### src/rtl/wb_pkg.sv
// Shared types for the writeback pipeline register.
// Result-source encoding, load funct3 codes and W-stage FSM states.
package wb_pkg;

  typedef enum logic [1:0] {
    RES_ALU = 2'b00,
    RES_MEM = 2'b01,
    RES_PC4 = 2'b10
  } res_src_e;

  localparam logic [2:0] F3_LB  = 3'b000;
  localparam logic [2:0] F3_LH  = 3'b001;
  localparam logic [2:0] F3_LW  = 3'b010;
  localparam logic [2:0] F3_LBU = 3'b100;
  localparam logic [2:0] F3_LHU = 3'b101;

  typedef enum logic {
    ST_RUN  = 1'b0,
    ST_WAIT = 1'b1
  } wb_state_e;

endpackage

### src/rtl/load_extend.sv
// Load data aligner/extender: picks byte/half by address offset and
// sign- or zero-extends by funct3. Ports: rdata, funct3, offset -> data.
module load_extend
  import wb_pkg::*;
#(
  parameter int XLEN = 32
) (
  input  logic [XLEN-1:0] rdata,
  input  logic [2:0]      funct3,
  input  logic [1:0]      offset,
  output logic [XLEN-1:0] data
);

  logic [7:0]  b;
  logic [15:0] h;

  always_comb begin
    b = rdata[7:0];
    unique case (offset)
      2'd0: b = rdata[7:0];
      2'd1: b = rdata[15:8];
      2'd2: b = rdata[23:16];
      2'd3: b = rdata[31:24];
      default: b = rdata[7:0];
    endcase
  end

  // halfword select ignores offset[0]
  assign h = offset[1] ? rdata[31:16] : rdata[15:0];

  always_comb begin
    data = rdata;
    unique case (funct3)
      F3_LB:   data = {{(XLEN-8){b[7]}}, b};
      F3_LH:   data = {{(XLEN-16){h[15]}}, h};
      F3_LBU:  data = {{(XLEN-8){1'b0}}, b};
      F3_LHU:  data = {{(XLEN-16){1'b0}}, h};
      F3_LW:   data = rdata;
      default: data = rdata;
    endcase
  end

endmodule

### src/rtl/wb_pipe_reg.sv
// M->W pipeline register with load-wait FSM and stall counter.
// Ports: clk/nrst, stall_i/flush_i, M-stage bundle + dmem response in;
// W-stage bundle, m_ready_o, mem_wait_o, load_stall_cnt_o out.
// Optional WB_LOAD_EXT_EN: funct3-based load extension via load_extend.
module wb_pipe_reg
  import wb_pkg::*;
#(
  parameter int XLEN       = 32,
  parameter int REG_ADDR_W = 5
) (
  input  logic                  clk,
  input  logic                  nrst,
  input  logic                  stall_i,
  input  logic                  flush_i,
  input  logic                  m_valid_i,
  output logic                  m_ready_o,
  input  logic [XLEN-1:0]       alu_result_m_i,
  input  logic [XLEN-1:0]       pc_plus4_m_i,
  input  logic [REG_ADDR_W-1:0] rd_m_i,
  input  logic                  regwrite_m_i,
  input  logic [1:0]            result_src_m_i,
  input  logic [2:0]            load_funct3_m_i,
  input  logic [XLEN-1:0]       dmem_rdata_i,
  input  logic                  dmem_rvalid_i,
  output logic                  w_valid_o,
  output logic [REG_ADDR_W-1:0] rd_w_o,
  output logic                  regwrite_w_o,
  output logic [XLEN-1:0]       result_w_o,
  output logic [XLEN-1:0]       alu_result_w_o,
  output logic [XLEN-1:0]       read_data_w_o,
  output logic [XLEN-1:0]       pc_plus4_w_o,
  output logic                  mem_wait_o,
  output logic [31:0]           load_stall_cnt_o
);

  wb_state_e       state;
  wb_state_e       state_nxt;
  logic            is_load;
  logic            ld_miss;
  logic [XLEN-1:0] ld_data;
  logic [XLEN-1:0] res_nxt;

  assign is_load   = m_valid_i &&
                     (result_src_m_i == RES_MEM);
  assign m_ready_o = !stall_i &&
                     (!is_load || dmem_rvalid_i);
  // an advancing load whose data has not arrived
  assign ld_miss   = is_load && !dmem_rvalid_i &&
                     !stall_i && !flush_i;

`ifdef WB_LOAD_EXT_EN
  load_extend #(
    .XLEN(XLEN)
  ) u_load_extend (
    .rdata (dmem_rdata_i),
    .funct3(load_funct3_m_i),
    .offset(alu_result_m_i[1:0]),
    .data  (ld_data)
  );
`else
  logic unused_funct3;
  assign unused_funct3 = ^load_funct3_m_i;
  assign ld_data       = dmem_rdata_i;
`endif

  always_comb begin
    res_nxt = '0;
    unique case (result_src_m_i)
      RES_ALU: res_nxt = alu_result_m_i;
      RES_MEM: res_nxt = ld_data;
      RES_PC4: res_nxt = pc_plus4_m_i;
      default: res_nxt = '0;
    endcase
  end

  always_ff @(posedge clk or negedge nrst) begin
    if (!nrst) state <= ST_RUN;
    else       state <= state_nxt;
  end

  always_comb begin
    state_nxt = state;
    if (flush_i) begin
      state_nxt = ST_RUN;
    end else if (!stall_i) begin
      unique case (state)
        ST_RUN:  if (ld_miss) state_nxt = ST_WAIT;
        ST_WAIT: if (dmem_rvalid_i) state_nxt = ST_RUN;
        default: state_nxt = ST_RUN;
      endcase
    end
  end

  always_comb begin
    mem_wait_o = (state == ST_WAIT);
  end

  always_ff @(posedge clk or negedge nrst) begin
    if (!nrst) begin
      w_valid_o      <= 1'b0;
      rd_w_o         <= '0;
      regwrite_w_o   <= 1'b0;
      result_w_o     <= '0;
      alu_result_w_o <= '0;
      read_data_w_o  <= '0;
      pc_plus4_w_o   <= '0;
    end else if (flush_i) begin
      w_valid_o    <= 1'b0;
      regwrite_w_o <= 1'b0;
    end else if (!stall_i) begin
      if (m_ready_o) begin
        w_valid_o      <= m_valid_i;
        rd_w_o         <= rd_m_i;
        regwrite_w_o   <= m_valid_i && regwrite_m_i &&
                          (rd_m_i != '0);
        result_w_o     <= res_nxt;
        alu_result_w_o <= alu_result_m_i;
        pc_plus4_w_o   <= pc_plus4_m_i;
        // rdata only matters for a real load
        if (is_load) read_data_w_o <= ld_data;
      end else begin
        w_valid_o    <= 1'b0;
        regwrite_w_o <= 1'b0;
      end
    end
  end

  always_ff @(posedge clk or negedge nrst) begin
    if (!nrst) begin
      load_stall_cnt_o <= '0;
    end else if (ld_miss && (load_stall_cnt_o != '1)) begin
      load_stall_cnt_o <= load_stall_cnt_o + 32'd1;
    end
  end

endmodule

### config.mk
export PLATFORM = sky130hd
export DESIGN_NAME = wb_pipe_reg
export DESIGN_NICKNAME = d
export VERILOG_FILES = /design/src/rtl/wb_pkg.sv /design/src/rtl/load_extend.sv /design/src/rtl/wb_pipe_reg.sv
export SDC_FILE = /design/constraint.sdc
export NUM_CORES = 1
export LEC_CHECK = 0
export BUFFER_PORTS_ARGS = -buffer_cell sky130_fd_sc_hd__buf_2
export CAP_MARGIN = 20
export CORE_UTILIZATION = 44
export DETAILED_ROUTE_END_ITERATION = 8
export GPL_ROUTABILITY_DRIVEN = 0
export PLACE_DENSITY_LB_ADDON = 0.3
export REMOVE_ABC_BUFFERS = 1
export SETUP_SLACK_MARGIN = 0.02
export SYNTH_ARGS = -nofsm -noshare
export SYNTH_HDL_FRONTEND = slang
export SYNTH_SLANG_ARGS = --single-unit
### constraint.sdc
create_clock -name clk -period 2.1 [get_ports clk]
set_clock_uncertainty 0.15 [all_clocks]
set_input_delay 0.105 -clock clk [delete_from_list [all_inputs] [get_ports clk]]
set_output_delay 0.105 -clock clk [all_outputs]
set_load 0.005 [all_outputs]
==> key figures <==
Setup path
  – CP startpoint: rd_m_i[1]
  – FF-to-FF End: load_stall_cnt_o[27]
  – Worst R2R Start: load_stall_cnt_o[0]
  – Critical path endpoint: regwrite_w_o
  – CP Launch Type: input port
  – WP depth: 6
  – Worst Reg-to-Reg Cells: 7
  – Most frequent CP cell: dlygate4sd3_1
  – Bufs and invs on worst path: 3
  – Critical path fanouts, max: 2
  – Crit-path slowest cell: dlygate4sd3_1
  – CP arrival: 2.22 ns
  – Worst-path cell chain: dlygate4sd3_1 -> buf_2 -> or4_1 -> o2111ai_1 -> a21oi_1 -> dlygate4sd3_1
  – Setup Crit Path Kind: input port to flip-flop
  – CP peak stage delay: 0.57 ns
  – CP top delay family: buffers and inverters
  – R2R setup slack: 0.12 ns
  – Critical Path End Type: flip-flop
  – CP Data Required Time: 2.25 ns

Timing
  – Relative slew slack: 54.99%
  – Worst setup margin: 0.03275 ns
  – Setup Viol. Count Final: 0
  – Final hold violation count: 0
  – F_max: 483.7 MHz
  – Max-slew violation count: 0
  – Final worst-path cycle share: 98.44%
  – Period minus WS final: 2.067 ns
  – Setup repair after global routing missed its margin: true
  – Worst slew pin tran: 0.6752 ns

Global route
  – Global route overflow: 0
  – Antenna violations before repair: 2
  – First-pass GRT wire length: 35570 microns
  – Vias in the first global route: 6610
  – GRT Util Overall: 26.46%
  – Largest net degree at the start of global routing: 84

Clock network
  – CTS Buf Count: 17
  – Worst skew pair latency: 0.42 ns
  – Post-CTS setup buffer count: 0
  – Clk slew on worst S/H paths: 0.07 ns
  – Clock tree sinks: 168
  – Bufs on Longest Clock Path: 2
  – H-tree depth: 4
  – CTS Root Cell: clkbuf_16
  – CTS tree: done

Pwr
  – Power Total: 0.008873 W
  – Pleak: 5.628 nW
  – Power Density: 809.9 nW/um^2
  – VDD IR-drop max: 0.5663 mV

Synth
  – Post-Synthesis Cell Area: 7397 sq um
  – Synth top area cells: dfrtp_1 (57%), mux2_2 (11%), mux2_4 (6.1%)
  – Warnings, synthesis: 0
  – Post-synth top cells: dfrtp_1 (168), mux2_2 (69), nand2_1 (52)
  – #FFs+latches synth: 168
  – Asr flop ratio synth: 100.0%
  – Count leader, synth: dfrtp_1
  – Avg Inst Size Synth: 12.35 sq um
  – Synth Flop Type: dfrtp_1
  – Top cell type's share of synthesized area: 56.83%
  – Leading area contributor after synthesis: dfrtp_1
  – Sequential share of the synthesized area: 56.83%
  – Number of synthesized flops with an enable pin: 0
  – Cells after Synth: 599
  – Post-synth cell types: 40

Route
  – DR vias/cell: 5.185
  – Final WL: 22170 microns
  – 1st-iter DRT viols: 232
  – DR pass1 iterations: 5
  – Antenna viol nets, final: 0
  – Via count: 6434
  – Drt drc: 0
  – WL/cell: 17.86 microns

Placed design
  – Post-DP HPWL: 14120 microns
  – Worst slack, placed: 0.08858 ns
  – Placed instance count: 1099
  – Port bufs: 278

Floorplan
  – Std-Cell Rows: 47
  – Die width: 131.7 microns
  – Core Area: 16520 sq um
  – I/O pins: 282
  – Die area: 17330 sq um
  – Initial core utilization: 44.76%
  – Die Y: 131.7 microns

Layout
  – Share of post-route cells with drive strength above 1: 44.36%
  – Post-route non-filler standard cell count: 1241
  – Nets@finish: 1121
  – Area growth syn-to-layout: 48.11%

Run status
  – Status: completed

Hold path
  – Worst min-delay path class: input port to async pin

Job
  – Max Cap Violations: 0
## placed cells by master, fill, tap and decap left out, types with 7 or more instances in the layout
cell	Yosys	routed
a21oi_1	35	35
and4_1	7	7
xnor2_1	7	7
o21ai_0	32	32
nand3_1	12	12
dlygate4sd3_1	0	109
dfrtp_1	168	168
nor2_1	47	46
mux2_4	30	30
clkbuf_16	0	17
mux2i_1	33	33
mux2_2	69	69
xor2_1	21	21
nand2_1	52	52
buf_4	1	28
nand4_1	8	8
nor3_1	8	7
buf_2	14	277
## area by class of cell
cell class                 instances  area [sq um]
inverter                           1         3.754
fill                            1207          5569
sequential                       168          4204
clock buffer                      18         439.2
antenna                            2         5.005
multi-input combinational        396          3042
timing repair buffer             423          2841
clock inverter                    13         145.1
tap                              220         275.3
## state kept, by name (all words and copies together), names as in the netlist
register / count
w_valid_o: 1
load_stall_cnt_o: 32
regwrite_w_o: 1
rd_w_o: 5
read_data_w_o: 32
pc_plus4_w_o: 32
result_w_o: 32
mem_wait_o: 1
alu_result_w_o: 32
## through the flow
step	utilization [%]	setup TNS (ns)	area, sq um	hold WS [ns]
CTS	66.18	0	10940	0.08704
detailed placement	56.04	0	9260	-0.02944
floorplan	-	-273.38	7226	-0.3406
finish	66.30	0	10960	0.06971
global route	66.30	-0.1181	10960	0.1127
global placement	56.04	0	9260	-0.03584
## power breakdown
group	total (W)	switching [W]	internal, W	leakage (nW)
clock network	0.00312	0.00133	0.00179	0.279
registers	0.00395	0.000245	0.00370	2.09
logic	0.00180	0.000779	0.00102	3.25
total	0.00887	0.00236	0.00652	5.63
## worst min-delay path by stage
stage | from | to | slack [ns] | cells past startpoint
after floorplan | nrst | alu_result_w_o[0] | -0.34 | 0
after global placement | nrst | read_data_w_o[29] | -0.04 | 1
after detailed placement | nrst | read_data_w_o[29] | -0.03 | 1
after CTS | nrst | read_data_w_o[29] | 0.09 | 2
after global routing | nrst | read_data_w_o[29] | 0.11 | 2
final | nrst | read_data_w_o[29] | 0.07 | 2
## what timing repair did
action                                  CTS  global route
endpoints found under the hold margin   244             0
endpoints found under the setup margin    0            37
gates resized for setup                   0             4
hold buffers                            109             0
## kinds of logic after synthesis
logic type / Yosys count / synth area share, %
compound gates: 70 / 4.855
xor+xnor: 28 / 3.315
fa+ha+maj: 1 / 0.1691
buf+inv: 35 / 2.368
flops: 168 / 56.83
mux: 136 / 21.67
simple gates: 161 / 10.79
## metal layers
metal	track usage (%)	share of wire (%)	wire length (microns)	vias to the layer above
li1	-	-	-	2929
met1	31.43	39	8722	3159
met2	43.59	50	11040	290
met3	6.829	6.7	1479	56
met4	14.92	4.2	925	0
met5	0	0	0	-
No activity file was read; power rests on OpenSTA's default activity.
